$ cat src/rtl/dar_prgrm_ser_if.sv
// dar_prgrm_ser_if: command handshake, serial frame and error lines of dar_prgrm_ser.
// shadow_delay exists only when DAR_PRGRM_SHADOW_EN is defined.
interface dar_prgrm_ser_if;
    logic       cmd_valid;
    logic       cmd_ready;
    logic [1:0] cmd_chan;
    logic [2:0] cmd_delay;
    logic       prgrm_go_;
    logic       prgrm_in;
    logic       err_;
    logic       err_clr;
    logic       err_sticky;
    logic       busy;
`ifdef DAR_PRGRM_SHADOW_EN
    logic [11:0] shadow_delay;
    modport master (output cmd_valid, cmd_chan, cmd_delay, err_, err_clr,
                    input cmd_ready, prgrm_go_, prgrm_in, err_sticky, busy, shadow_delay);
    modport slave  (input cmd_valid, cmd_chan, cmd_delay, err_, err_clr,
                    output cmd_ready, prgrm_go_, prgrm_in, err_sticky, busy, shadow_delay);
`else
    modport master (output cmd_valid, cmd_chan, cmd_delay, err_, err_clr,
                    input cmd_ready, prgrm_go_, prgrm_in, err_sticky, busy);
    modport slave  (input cmd_valid, cmd_chan, cmd_delay, err_, err_clr,
                    output cmd_ready, prgrm_go_, prgrm_in, err_sticky, busy);
`endif
endinterface

$ cat src/rtl/dar_prgrm_ser.sv
// dar_prgrm_ser: FIFO-buffered serializer of (chan, delay) commands into 6-bit prgrm_go_/prgrm_in frames.
// DAR_PRGRM_SHADOW_EN adds per-channel shadow registers that suppress redundant frames.
module dar_prgrm_ser #(
    parameter int DEPTH = 4,
    parameter int GAP   = 1
) (
    input logic            clk,
    input logic            rst,
    dar_prgrm_ser_if.slave bus
);
    localparam int AW = $clog2(DEPTH);
    localparam int OW = AW + 1;
    localparam int CW = (GAP > 6) ? $clog2(GAP + 1) : 3;

    typedef enum logic [1:0] {S_IDLE, S_SHIFT, S_GAP} state_t;

    state_t          state_q, state_d;
    logic [CW-1:0]   bit_q, bit_d;
    logic [5:0]      sr_q, sr_d;
    logic            go_q, go_d, in_q, in_d;
    logic            ready_q, busy_q, err_q;
    logic [4:0]      mem_q [DEPTH];
    logic [AW-1:0]   wp_q, rp_q;
    logic [OW-1:0]   occ_q, occ_d;
    logic [4:0]      head;
    logic            push, pop, start, drop, empty;

    assign empty = occ_q == '0;
    assign head  = mem_q[rp_q];
    assign push  = bus.cmd_valid && ready_q;
    assign occ_d = occ_q + OW'(push) - OW'(pop);
    assign start = !empty && (state_q == S_IDLE || (state_q == S_GAP && bit_q == CW'(GAP - 1)));

`ifdef DAR_PRGRM_SHADOW_EN
    logic [11:0] shadow_q;
    assign drop             = shadow_q[3 * head[4:3] +: 3] == head[2:0];
    assign bus.shadow_delay = shadow_q;
    always_ff @(posedge clk or posedge rst)
        if (rst) shadow_q <= '0;
        else if (state_q == S_SHIFT && bit_q == CW'(5)) shadow_q[3 * sr_q[2:1] +: 3] <= sr_q[5:3];
`else
    assign drop = 1'b0;
`endif

    always_comb begin
        state_d = state_q;
        bit_d   = bit_q;
        sr_d    = sr_q;
        go_d    = 1'b1;
        in_d    = 1'b0;
        pop     = 1'b0;
        case (state_q)
            S_SHIFT: begin
                bit_d   = (bit_q == CW'(5)) ? '0 : bit_q + 1'b1;
                state_d = (bit_q == CW'(5)) ? S_GAP : S_SHIFT;
                go_d    = bit_q == CW'(5);
                in_d    = (bit_q == CW'(5)) ? 1'b0 : sr_q[3'(bit_q) + 3'd1];
            end
            S_GAP: begin
                bit_d   = bit_q + 1'b1;
                state_d = (bit_q == CW'(GAP - 1)) ? S_IDLE : S_GAP;
            end
            default: ;
        endcase
        // frame layout {delay, chan, write=0}; b0 leaves on the pop edge
        if (start) begin
            pop     = 1'b1;
            state_d = drop ? S_IDLE : S_SHIFT;
            bit_d   = '0;
            sr_d    = drop ? sr_q : {head[2:0], head[4:3], 1'b0};
            go_d    = drop;
        end
    end

    always_ff @(posedge clk or posedge rst)
        if (rst) begin
            state_q <= S_IDLE;
            bit_q   <= '0;
            sr_q    <= '0;
            go_q    <= 1'b1;
            in_q    <= 1'b0;
            ready_q <= 1'b1;
            busy_q  <= 1'b0;
            err_q   <= 1'b0;
            wp_q    <= '0;
            rp_q    <= '0;
            occ_q   <= '0;
        end else begin
            state_q <= state_d;
            bit_q   <= bit_d;
            sr_q    <= sr_d;
            go_q    <= go_d;
            in_q    <= in_d;
            ready_q <= occ_d != OW'(DEPTH);
            busy_q  <= occ_d != '0 || state_d != S_IDLE;
            err_q   <= !bus.err_ || (err_q && !bus.err_clr);
            occ_q   <= occ_d;
            if (push) wp_q <= wp_q + 1'b1;
            if (pop) rp_q <= rp_q + 1'b1;
        end

    always_ff @(posedge clk)
        if (push) mem_q[wp_q] <= {bus.cmd_chan, bus.cmd_delay};

    assign bus.cmd_ready  = ready_q;
    assign bus.prgrm_go_  = go_q;
    assign bus.prgrm_in   = in_q;
    assign bus.err_sticky = err_q;
    assign bus.busy       = busy_q;
endmodule
$ cat src/flat_wrapper.sv
// flat-port wrapper written by rule: the top's interface ports become plain ports
module dar_prgrm_ser_flat 
#(
    parameter int DEPTH = 4,
    parameter int GAP   = 1
)
  (clk, rst, bus_cmd_valid, bus_cmd_chan, bus_cmd_delay, bus_err_, bus_err_clr, bus_cmd_ready, bus_prgrm_go_, bus_prgrm_in, bus_err_sticky, bus_busy);
  dar_prgrm_ser_if bus_i ();
  input logic clk;
  input logic rst;
  input wire logic [$bits(bus_i.cmd_valid)-1:0] bus_cmd_valid;
  input wire logic [$bits(bus_i.cmd_chan)-1:0] bus_cmd_chan;
  input wire logic [$bits(bus_i.cmd_delay)-1:0] bus_cmd_delay;
  input wire logic [$bits(bus_i.err_)-1:0] bus_err_;
  input wire logic [$bits(bus_i.err_clr)-1:0] bus_err_clr;
  output wire logic [$bits(bus_i.cmd_ready)-1:0] bus_cmd_ready;
  output wire logic [$bits(bus_i.prgrm_go_)-1:0] bus_prgrm_go_;
  output wire logic [$bits(bus_i.prgrm_in)-1:0] bus_prgrm_in;
  output wire logic [$bits(bus_i.err_sticky)-1:0] bus_err_sticky;
  output wire logic [$bits(bus_i.busy)-1:0] bus_busy;
  assign bus_i.cmd_valid = bus_cmd_valid;
  assign bus_i.cmd_chan = bus_cmd_chan;
  assign bus_i.cmd_delay = bus_cmd_delay;
  assign bus_i.err_ = bus_err_;
  assign bus_i.err_clr = bus_err_clr;
  assign bus_cmd_ready = bus_i.cmd_ready;
  assign bus_prgrm_go_ = bus_i.prgrm_go_;
  assign bus_prgrm_in = bus_i.prgrm_in;
  assign bus_err_sticky = bus_i.err_sticky;
  assign bus_busy = bus_i.busy;
  dar_prgrm_ser #(.DEPTH(DEPTH), .GAP(GAP)) u_core (.clk(clk), .rst(rst), .bus(bus_i));
endmodule
$ cat config.mk
export PLATFORM = sky130hd
export DESIGN_NAME = dar_prgrm_ser_flat
export DESIGN_NICKNAME = d
export VERILOG_FILES = /design/src/rtl/dar_prgrm_ser_if.sv /design/src/rtl/dar_prgrm_ser.sv /design/src/flat_wrapper.sv
export SDC_FILE = /design/constraint.sdc
export NUM_CORES = 1
export LEC_CHECK = 0
export CAP_MARGIN = 20
export CORE_MARGIN = 5
export CORE_UTILIZATION = 51
export DETAILED_ROUTE_END_ITERATION = 6
export HOLD_SLACK_MARGIN = 0.05
export PLACE_DENSITY = 0.74
export SYNTH_ARGS = -nofsm -noshare
export SYNTH_HDL_FRONTEND = slang
export SYNTH_SLANG_ARGS = --single-unit
$ cat constraint.sdc
create_clock -name clk -period 3 [get_ports clk]
set_clock_uncertainty 0.2 [all_clocks]
set_input_delay 0.3 -clock clk [delete_from_list [all_inputs] [get_ports clk]]
set_output_delay 0.3 -clock clk [all_outputs]
set_load 0.005 [all_outputs]
After elaboration in Yosys (flattened, before gate mapping):

Memory sizes are Yosys's and may differ from the RTL's. A register that Yosys moved wholly into a read port is not among the register bits.
Index checks and enable logic that the tools add are counted.

* bitwise logic cells: 0
* equality and inequality tests: 4
* add/sub/neg operators: 5
* reduce and logical (&&, ||, !) cells: 16
* $mul: 0
* divide/modulo/power cells: 0
* shift operators: 0
* mux-type cells: 16
* magnitude comparators: 1

Operators with widths (count)
* 2-to-1 mux 1 bit: 8
* zero test 3 bit: 2
* 2-to-1 mux 2 bit: 3
* 2-to-1 mux 3 bit: 2
* case mux 3 bit (2 select lines): 1
* nonzero test 3 bit: 2
* adder 2 x 1 -> 2 bit (second input constant): 2
* logical AND 1 bit: 4
* less-than comparator 3 x 4 -> 1 bit (second input constant): 1
* case mux 2 bit (2 select lines): 1
* adder 3 x 1 -> 3 bit: 1
* adder 3 x 1 -> 3 bit (second input constant): 1
* binary-select mux 1 bit (select 3 bit): 1
* == test 3 bit (second input constant): 1
* zero test 1 bit: 3
* logical OR 1 bit: 3
* != test 3 bit (second input constant): 1
* subtractor 3 x 1 -> 3 bit: 1
* == test 2 x 1 -> 1 bit (second input constant): 1
* == test 2 bit (second input constant): 1
* zero test 2 bit: 1
* nonzero test 2 bit: 1

* latch bits: 0
* register bits after elaboration: 17
* bits in read-only memories: 0
* RAM bits: 20
* input bits: 10
* memories: 1
* logic and storage cells: 53
* output and inout bits: 5

Memories
* u_core.mem_q: depth 4, width 5, rd ports 1, clocked after memory_dff 1, wr ports 1, line dar_prgrm_ser.sv:22 `logic [4:0] mem_q [DEPTH];`

Depth between registers and ports, before layout:

Gate-level depths: netlist of the first run.

* depth after elaboration: 8
* mapped depth: 12
* depth with buffers taken out: 11

Worst setup path before layout of the first run:

No wires, ideal clock.

* path kind: reg-to-reg
* from: reg u_core.bit_q[0]
* to: reg u_core.busy_q (netlist: u_core.bus.busy)
* setup time: 0.132 ns
* buffers on the path: 1
* setup slack: 0.209 ns
* cell stages (with the launch flop): 13
* data required time: 2.668 ns
* period minus slack after synthesis: 2.791 ns
* arrival time: 2.459 ns
* cell sequence: dfrtp_1 > inv_1 > ha_1 > and3b_1 > o32a_2 > buf_4 > ha_1 > inv_1 > ha_1 > fa_1 > xnor2_1 > nor3_1 > nand3b_1

* longest elaborated chain between the ends: 8
* elaborated cells between the ends (all ways): 14
* classes of those cells: 1 x add/sub; 1 x eq/ne; 5 x mux; 7 x reduce/logical

RTL lines
* start, declared: line dar_prgrm_ser.sv:18 `logic [CW-1:0] bit_q, bit_d;`
* start signal, assigned: line dar_prgrm_ser.sv:90 `bit_q <= bit_d;`
* zero test 3 bit: line dar_prgrm_ser.sv:32 `assign start = !empty && (state_q == S_IDLE || (state_q == S_GAP && bit_q == CW'(GAP - 1)));`
* logical AND 1 bit: line dar_prgrm_ser.sv:32
* logical OR 1 bit: line dar_prgrm_ser.sv:32
* logical AND 1 bit: line dar_prgrm_ser.sv:32
* 2-to-1 mux 1 bit: line dar_prgrm_ser.sv:66 `if (start) begin`
* subtractor 3 x 1 -> 3 bit: line dar_prgrm_ser.sv:31 `assign occ_d = occ_q + OW'(push) - OW'(pop);`
* net u_core.occ_d[2]: line dar_prgrm_ser.sv:24 `logic [OW-1:0] occ_q, occ_d;`
* nonzero test 3 bit: line dar_prgrm_ser.sv:95 `busy_q <= occ_d != '0 || state_d != S_IDLE;`
* logical OR 1 bit: line dar_prgrm_ser.sv:95
* end signal, assigned: line dar_prgrm_ser.sv:83 `busy_q <= 1'b0;`
* end signal, assigned: line dar_prgrm_ser.sv:95
* end, declared: line dar_prgrm_ser.sv:21 `logic ready_q, busy_q, err_q;`

The timed path passes the listed nets, and every way through them passes these cells.
A chain may end at the register's enable or synchronous reset.

Final worst setup path of the first run:

Ends and elaborated chain as after synthesis.

==> results.md, run 1 <==
* Initial antenna violation count at 0
* Final Setup Violations at 0
* Flops & latches, synth at 42
* # fillers at 278
* Run status: completed
* Ys Warns at 0
* Setup CP Type: flop to flop
* Placeable Area at 0.00361 mm2
* DRC at 0
* Share of layout cells above drive strength 1 at 13.8%
* Largest net degree at the start of global routing at 23
* Sequential area share after synthesis at 61.8%
* Clock sinks at 42
* Post-CTS Setup Inserts at 0
* Starting density of the core at 51.8%
* Worst EP required at 2970 ps
* Post-Syn Area at 0.00187 mm2
* Vias in the first global route at 1105
* Peak VDD IR at 0.470 mV
* Area occupied by registers at 0.00115 mm2
* Slew Viols, Final at 0
* Layout net count at 174
* Die width at 70.5 um
* HP Class: input port to async pin
* Unrepaired setup endpoints after global routing: no
* Max-cap check violation count at 0
* IO Port Bufs at 14
* Post-DP HPWL at 2170 um
* IO Pins at 15
* Final min period at 2730 ps
* Synth Area per Inst at 14.0 um2
* Worst skew pair latency at 290 ps
* CTS tree: built
* Synth Net Count at 156
* Worst reg2reg path startpoint: u_core.bit_q[0]
* Multi-input combinational cell area at 642 um2
* Antenna-violating nets left at 0
* Critical Path AT at 2700 ps
* Leak at 0.000888 uW
* Drt wl/cell at 14.7 um
* CP Max Fanout at 6
* Initial drt markers at 54
* H-Tree Depth at 2
* Pre-CTS setup slack at 262 ps
* Flop-to-flop setup slack at 270 ps
* Post-CTS Hold Fix Bufs at 0
* Critical path startpoint: u_core.bit_q[0]
* Slack of the critical path at 267 ps
* Post_cts resized at 0
* Total track usage at 13.5%
* Routability cong. at 0.840
* Vias per Instance at 5.16
* First-pass DRT Iterations at 4
* Syn Inst Count at 133
* Core Rows at 22
* First-pass GRT wire length at 5150 um
* CP Capture Type: flop
* Grt total ovfl at 0
* Final WL at 2940 um
* Fin crit share at 91.1%
* Final setup TNS at 0 ps
* Cell variety after synth at 33
* Fmax at 366 MHz
* Synth-to-layout area growth at 14.7%
* CTS Buf Count at 5
* Final-report hold violation count at 0
* Root buffer cell: clkbuf_8
* Clk buf depth at 2
* Full die area at 0.00497 mm2
* Die Y at 70.5 um
* Measured slew at the worst slew-check pin at 838 ps
* Reg clk slew, reported paths at 70 ps
* Post-route total power at 2140 uW
* CP Launch Type: flop
* Pwr/cell area at 999 mW/mm2
* Relative slew margins at 44.1%
* Via count at 1032
* Ant diodes at 0
## worst paths after layout
kind | cells past startpoint | to
worst max register to register | 11 | u_core.bus.busy
min in group clk | 2 | u_core.bus.err_sticky
worst min register to register | 1 | u_core.sr_q[3]
worst min-delay path | 2 | u_core.bus.err_sticky
max in group asynchronous | 2 | u_core.sr_q[4]
worst max-delay path | 11 | u_core.bus.busy
## area by class of cell
type / count / share of cell area, %
Clock buffer: 6 / 3.39
Inverter: 14 / 2.45
Tap cell: 48 / 2.80
Timing Repair Buffer: 15 / 6.89
Multi-Input combinational cell: 73 / 30.0
Sequential cell: 42 / 53.9
Clock inverter: 2 / 0.643
## Yosys cell counts
| master | instances | share of area, % |
|---|---|---|
| and2b_1 | 1 | 0.40 |
| dfrtp_1 | 20 | 27 |
| a311oi_1 | 1 | 0.47 |
| fa_1 | 1 | 1.1 |
| xnor2_1 | 4 | 1.9 |
| and4_1 | 1 | 0.47 |
| o31ai_1 | 1 | 0.40 |
| and3b_1 | 1 | 0.47 |
| nand3_1 | 1 | 0.27 |
| xor2_1 | 2 | 0.94 |
| buf_2 | 1 | 0.27 |
| o32a_2 | 1 | 0.60 |
| buf_4 | 1 | 0.40 |
| a22oi_1 | 1 | 0.40 |
| nand2b_1 | 3 | 1.0 |
| o21ai_0 | 5 | 1.3 |
| inv_1 | 14 | 2.8 |
| edfxtp_1 | 20 | 32 |
| o311ai_0 | 1 | 0.47 |
| a211o_1 | 1 | 0.47 |
| nand3b_1 | 2 | 0.80 |
| mux2_2 | 5 | 3.0 |
| nand2_1 | 8 | 1.6 |
| dfstp_2 | 2 | 2.8 |
| and3_1 | 4 | 1.3 |
| a21boi_0 | 1 | 0.40 |
| nor3_1 | 1 | 0.27 |
| clkbuf_1 | 1 | 0.20 |
| buf_1 | 1 | 0.20 |
| a21oi_1 | 3 | 0.80 |
| nor2_1 | 7 | 1.4 |
| ha_1 | 12 | 8.0 |
| mux4_2 | 5 | 6.0 |
## layout by cell type (no fill, tap or decap), drive strengths merged, types with 3 or more instances in the layout
| cell type | count |
|---|---|
| ha | 12 |
| clkdlybuf4s50 | 14 |
| edfxtp | 20 |
| mux4 | 5 |
| inv | 14 |
| o21ai | 5 |
| nand2b | 3 |
| mux2 | 5 |
| and3 | 4 |
| a21oi | 3 |
| nand2 | 8 |
| xnor2 | 4 |
| nor2 | 7 |
| clkbuf | 6 |
| dfrtp | 20 |
## metrics by stage
| stage | instance area [um2] | utilization, % | std cells | hold slack (ps) |
|---|---|---|---|---|
| floorplan | 1870 | - | 133 | 87.7 |
| global placement | 2060 | 57.0 | 192 | 301 |
| detailed placement | 2060 | 57.0 | 192 | 302 |
| CTS | 2140 | 59.4 | 200 | 297 |
| global route | 2140 | 59.4 | 200 | 319 |
| finish | 2140 | 59.4 | 200 | 283 |
## logic make-up after synthesis
family                     share of synthesized area (%)
DFF                                                 61.8
and+or+nand+nor                                     8.04
buffers and inverters                               3.88
AOI/OAI and AO/OA                                   5.36
adders and majority gates                           9.11
muxes                                               9.04
xor gates and xnor gates                            2.81
## sequential cells by signal, summed over array words and instances (netlist names), 2 cells and up
name,flops
u_core.rp_q,2
u_core.occ_q,3
u_core.bit_q,3
u_core.wp_q,2
u_core.state_q,2
u_core.sr_q,5
u_core.mem_q,20
## worst max-delay path: stages, from the launching register on
cell and delay (ps):
dfrtp_1 440, inv_1 90, ha_1 200, and3b_1 160, o32a_2 180, ha_1 280, inv_1 40, ha_1 190
fa_1 430, xnor2_1 170, nor3_1 150, nand3b_1 90
## where the power goes
group | total [uW] | leakage (uW) | internal [uW] | switching, uW
registers | 953 | 0.000441 | 809 | 144
logic | 836 | 0.000402 | 432 | 403
clock network | 350 | 0.0000452 | 164 | 186
total | 2140 | 0.000888 | 1410 | 734
## metal layers
layer | part of all wire, % | routed length, um | track usage [%] | up-vias
met4 | 1.6 | 47 | 5.11 | 0
met5 | 0 | 0 | 0 | -
met3 | 3.4 | 101 | 4.89 | 5
li1 | - | - | - | 505
met1 | 47 | 1370 | 17.4 | 506
met2 | 48 | 1410 | 21.0 | 16
Note: power is estimated with default switching activity, not from simulation.
==> run 2: changes to the inputs <==
Settings changed: CORE_UTILIZATION 51 to 55, PLACE_DENSITY 0.74 to 0.76.
Clock period 3 ns to 3.54 ns, I/O delays scaled along.
==> results.md, run 2 (synthesis gave the netlist of run 1 again) <==
* Setup CP Type: flop to flop
* Multi-input combinational cell area at 642 um2
* Post-DP HPWL at 2160 um
* DRC at 0
* CP Capture Type: flop
* Final hold slack at 257 ps
* CTS Buf Count at 5
* Slew Viols, Final at 0
* Placed cell count at 189
* Critical Path AT at 2970 ps
* Leak at 0.000865 uW
* Most frequent cells in the layout: dfrtp_1 (20), edfxtp_1 (20), inv_1 (14), clkdlybuf4s50_1 (14), ha_1 (12)
* Via count at 1042
* Clock share of power at 13.6%
* Final-report hold violation count at 0
* Cell internal pwr at 1120 uW
* Fin crit share at 83.2%
* Reg with most FFs: u_core.mem_q
* Non-Filler Instances at 197
* Max reg flops at 20
* Peak VDD IR at 0.524 mV
* Die Y at 68.3 um
* H-Tree Depth at 2
* Final Setup Violations at 0
* # fillers at 277
* IO Port Bufs at 14
* Initial drt markers at 36
* Vias per Instance at 5.29
* Pwr/cell area at 829 mW/mm2
* Full die area at 0.00466 mm2
* CP Max Fanout at 15
* Layout net count at 173
* Switching pwr at 624 uW
* HP Class: input port to async pin
* Flop-to-flop setup slack at 590 ps
* Final setup TNS at 0 ps
* Sequential power share at 45.7%
* Clock sinks at 42
* Largest net degree at the start of global routing at 23
* Root buffer cell: clkbuf_4
* Core Rows at 21
* Drt wl/cell at 14.7 um
* Initial antenna violation count at 0
* Largest regs: u_core.mem_q: 20 flops, u_core.sr_q: 5 flops
* Run status: completed
* Post-CTS Setup Inserts at 0
* Die width at 68.3 um
* Relative slew margins at 45.0%
* CTS tree: built
* Vias in the first global route at 1100
* Measured slew at the worst slew-check pin at 824 ps
* Share of layout cells above drive strength 1 at 13.9%
* Reg clk slew, reported paths at 130 ps
* Starting density of the core at 56.4%
* Antenna-violating nets left at 0
* Area occupied by registers at 0.00115 mm2
* Worst skew pair latency at 340 ps
* CP Launch Type: flop
* Fmax at 339 MHz
* Unrepaired setup endpoints after global routing: no
* Post-route total power at 1750 uW
* Routability cong. at 0.748
* First-pass GRT wire length at 4870 um
* Final min period at 2950 ps
* Comb pwr share at 40.6%
* Sw Ratio at 35.7%
* Final WL at 2890 um
* Total track usage at 14.6%
* Worst EP required at 3570 ps
* Synth-to-layout area growth at 12.8%
* IO Pins at 15
* Post_cts resized at 0
* Grt total ovfl at 0
* Clk buf depth at 2
* Placeable Area at 0.00331 mm2
* Post-CTS Hold Fix Bufs at 0
* Ant diodes at 0
* First-pass DRT Iterations at 4
* Max-cap check violation count at 0
run 2: worst max-delay path: stages (launching register included):
cell      delay (ps)
dfrtp_1          460
inv_1            100
ha_1             210
and3b_1          170
o32a_2           300
ha_1             320
inv_1             40
ha_1             190
fa_1             430
xnor2_1          160
nor3_1           160
nand3b_1         100
run 2: metrics by stage:
step | utilization, % | cell area [um2] | setup slack [ps]
6_report | 63.6 | 2110 | 593
5_1_grt | 63.6 | 2110 | 394
4_1_cts | 63.6 | 2110 | 590
3_5_place_dp | 61.8 | 2050 | 602
3_3_place_gp | 61.8 | 2050 | 724
2_1_floorplan | - | 1870 | 749
run 2: area by class of cell:
cell class / count / share of cell area (%)
flip-flops and latches: 42 / 54.8
multi-input cells: 73 / 30.5
repair buffers: 14 / 6.65
well taps: 46 / 2.73
inverters: 14 / 2.49
clock buffers: 5 / 1.78
clock inverters: 3 / 1.13
run 2: worst paths after layout:
kind	from	endpoint	cells after the start
setup / recovery	u_core.bit_q[0]	u_core.bus.busy	11
hold reg to reg	u_core.sr_q[1]	u_core.sr_q[1]	1
max in group asynchronous	rst	u_core.wp_q[0]	2
setup reg to reg	u_core.bit_q[0]	u_core.bus.busy	11
min in group clk	bus_err_	u_core.bus.err_sticky	2
hold / removal	rst	u_core.occ_q[2]	2
run 2: layer usage:
layer / GRT usage, % / part of all wire, %
met4: 5.71 / 1.5
met1: 16.4 / 43
met3: 4.11 / 3.5
met5: 0 / 0
met2: 26.0 / 52
run 2: power groups by stage:
stage | logic (uW) | registers (uW) | clock network [uW]
finish | 710 | 799 | 238
global route | 799 | 822 | 267
CTS | 720 | 801 | 249
detailed placement | 715 | 812 | 0
global placement | 674 | 807 | 0
floorplan | 581 | 758 | 0
==> run 3: changes to the inputs <==
Clock period 3.54 ns to 2.8 ns, I/O delays scaled along.
==> results.md, run 3 (synthesis gave the netlist of run 1 again) <==
* Run status: completed
* Slew Viols, Final at 0
* Layout net count at 175
* Antenna-violating nets left at 0
* Reg clk slew, reported paths at 130 ps
* Final min period at 2700 ps
* Max-cap check violation count at 0
* Share of layout cells above drive strength 1 at 17.6%
* Relative slew margins at 45.5%
* Ant diodes at 0
* Die Y at 68.3 um
* Post-DP HPWL at 2240 um
* Routability cong. at 0.725
* Cells on worst reg2reg path at 11
* IO Pins at 15
* Design Area, Final at 0.00216 mm2
* Setup CP Type: flop to flop
* H-Tree Depth at 2
* Synth-to-layout area growth at 15.7%
* CTS tree: built
* Peak VDD IR at 0.555 mV
* Via count at 1085
* Grt total ovfl at 0
* Clk buf depth at 2
* Fin crit share at 96.4%
* Drt wl/cell at 15.2 um
* Worst skew pair latency at 350 ps
* Final-report hold violation count at 0
* Unrepaired setup endpoints after global routing: no
* Root buffer cell: clkbuf_4
* Placeable Area at 0.00331 mm2
* Core Rows at 21
* Initial drt markers at 67
* CTS Buf Count at 5
* Largest regs: u_core.mem_q: 20 flops, u_core.sr_q: 5 flops
* Final Setup Violations at 0
* Most frequent cells in the layout: dfrtp_1 (20), edfxtp_1 (20), inv_1 (14), clkdlybuf4s50_1 (14), ha_1 (11)
* Worst EP required at 2830 ps
* Pwr/cell area at 1110 mW/mm2
* Critical Path AT at 2730 ps
* Measured slew at the worst slew-check pin at 817 ps
* CP Capture Type: flop
* CP Launch Type: flop
* Clock sinks at 42
* IO Port Bufs at 14
* Initial antenna violation count at 0
* Post-CTS Hold Fix Bufs at 0
* Vias in the first global route at 1124
* Final WL at 3020 um
* CP Max Fanout at 4
* Starting density of the core at 56.4%
* Vias per Instance at 5.45
* First-pass DRT Iterations at 4
* Max reg flops at 20
* Fmax at 370 MHz
* HP Class: input port to async pin
* Post-DP Area at 0.00206 mm2
* Largest net degree at the start of global routing at 23
* Die width at 68.3 um
* Final setup TNS at 0 ps
* Leak at 0.000889 uW
* # fillers at 270
* First-pass GRT wire length at 5090 um
* Total track usage at 15.4%
* DRC at 0
* Flop-to-flop setup slack at 100 ps
* Full die area at 0.00466 mm2
* Reg with most FFs: u_core.mem_q
## run 3: path summary, 6_finish.rpt
kind                              startpoint                     to
setup reg to reg           u_core.state_q[0]        u_core.bus.busy
hold / removal                           rst         u_core.wp_q[0]
setup / recovery           u_core.state_q[0]        u_core.bus.busy
min in group clk                    bus_err_  u_core.bus.err_sticky
hold reg to reg               u_core.sr_q[1]         u_core.sr_q[1]
max in group asynchronous                rst         u_core.wp_q[1]
## run 3: stage by stage
step / worst slack (ps) / utilization (%) / power [uW] / instances / hold WS [ps]
floorplan: 8.87 / - / 1690 / 133 / 67.7
global placement: 203 / 62.2 / 1890 / 191 / 289
detailed placement: 39.4 / 62.2 / 1970 / 191 / 304
CTS: 19.1 / 64.7 / 2360 / 199 / 182
global route: 2.50 / 65.3 / 2570 / 199 / 237
finish: 100 / 65.3 / 2390 / 199 / 166
## run 3: report_power, final
part,internal [uW],switching [uW]
clock,187,201
sequential,865,140
combinational,507,492
## run 3: final cells by class
| class | count | area [um2] | area share (%) |
|---|---|---|---|
| multi-input combinational | 73 | 659 | 30.5 |
| clock inverter | 3 | 45.0 | 2.08 |
| tap | 46 | 57.6 | 2.66 |
| sequential | 42 | 1150 | 53.4 |
| clock buffer | 5 | 37.5 | 1.74 |
| timing repair buffer | 16 | 155 | 7.18 |
| inverter | 14 | 52.6 | 2.43 |
## run 3: critical path: stages (launching register included)
cell	delay, ps
dfrtp_1	380
inv_1	80
ha_2	200
and3b_1	180
o32a_2	180
ha_1	280
inv_1	40
ha_1	200
fa_2	410
xnor2_2	170
nor3_2	160
nand3b_1	100
## run 3: repair_timing
action	4_1_cts	5_1_grt
buffers inserted	0	0
resized for setup	0	4
setup endpoints to repair	0	1
## run 3: metal layers
layer	GRT usage [%]	up-vias	part of all wire (%)
li1	-	504	-
met1	17.2	562	44
met2	27.4	14	52
met3	3.94	5	2.5
met4	6.70	0	1.7
met5	0	-	0
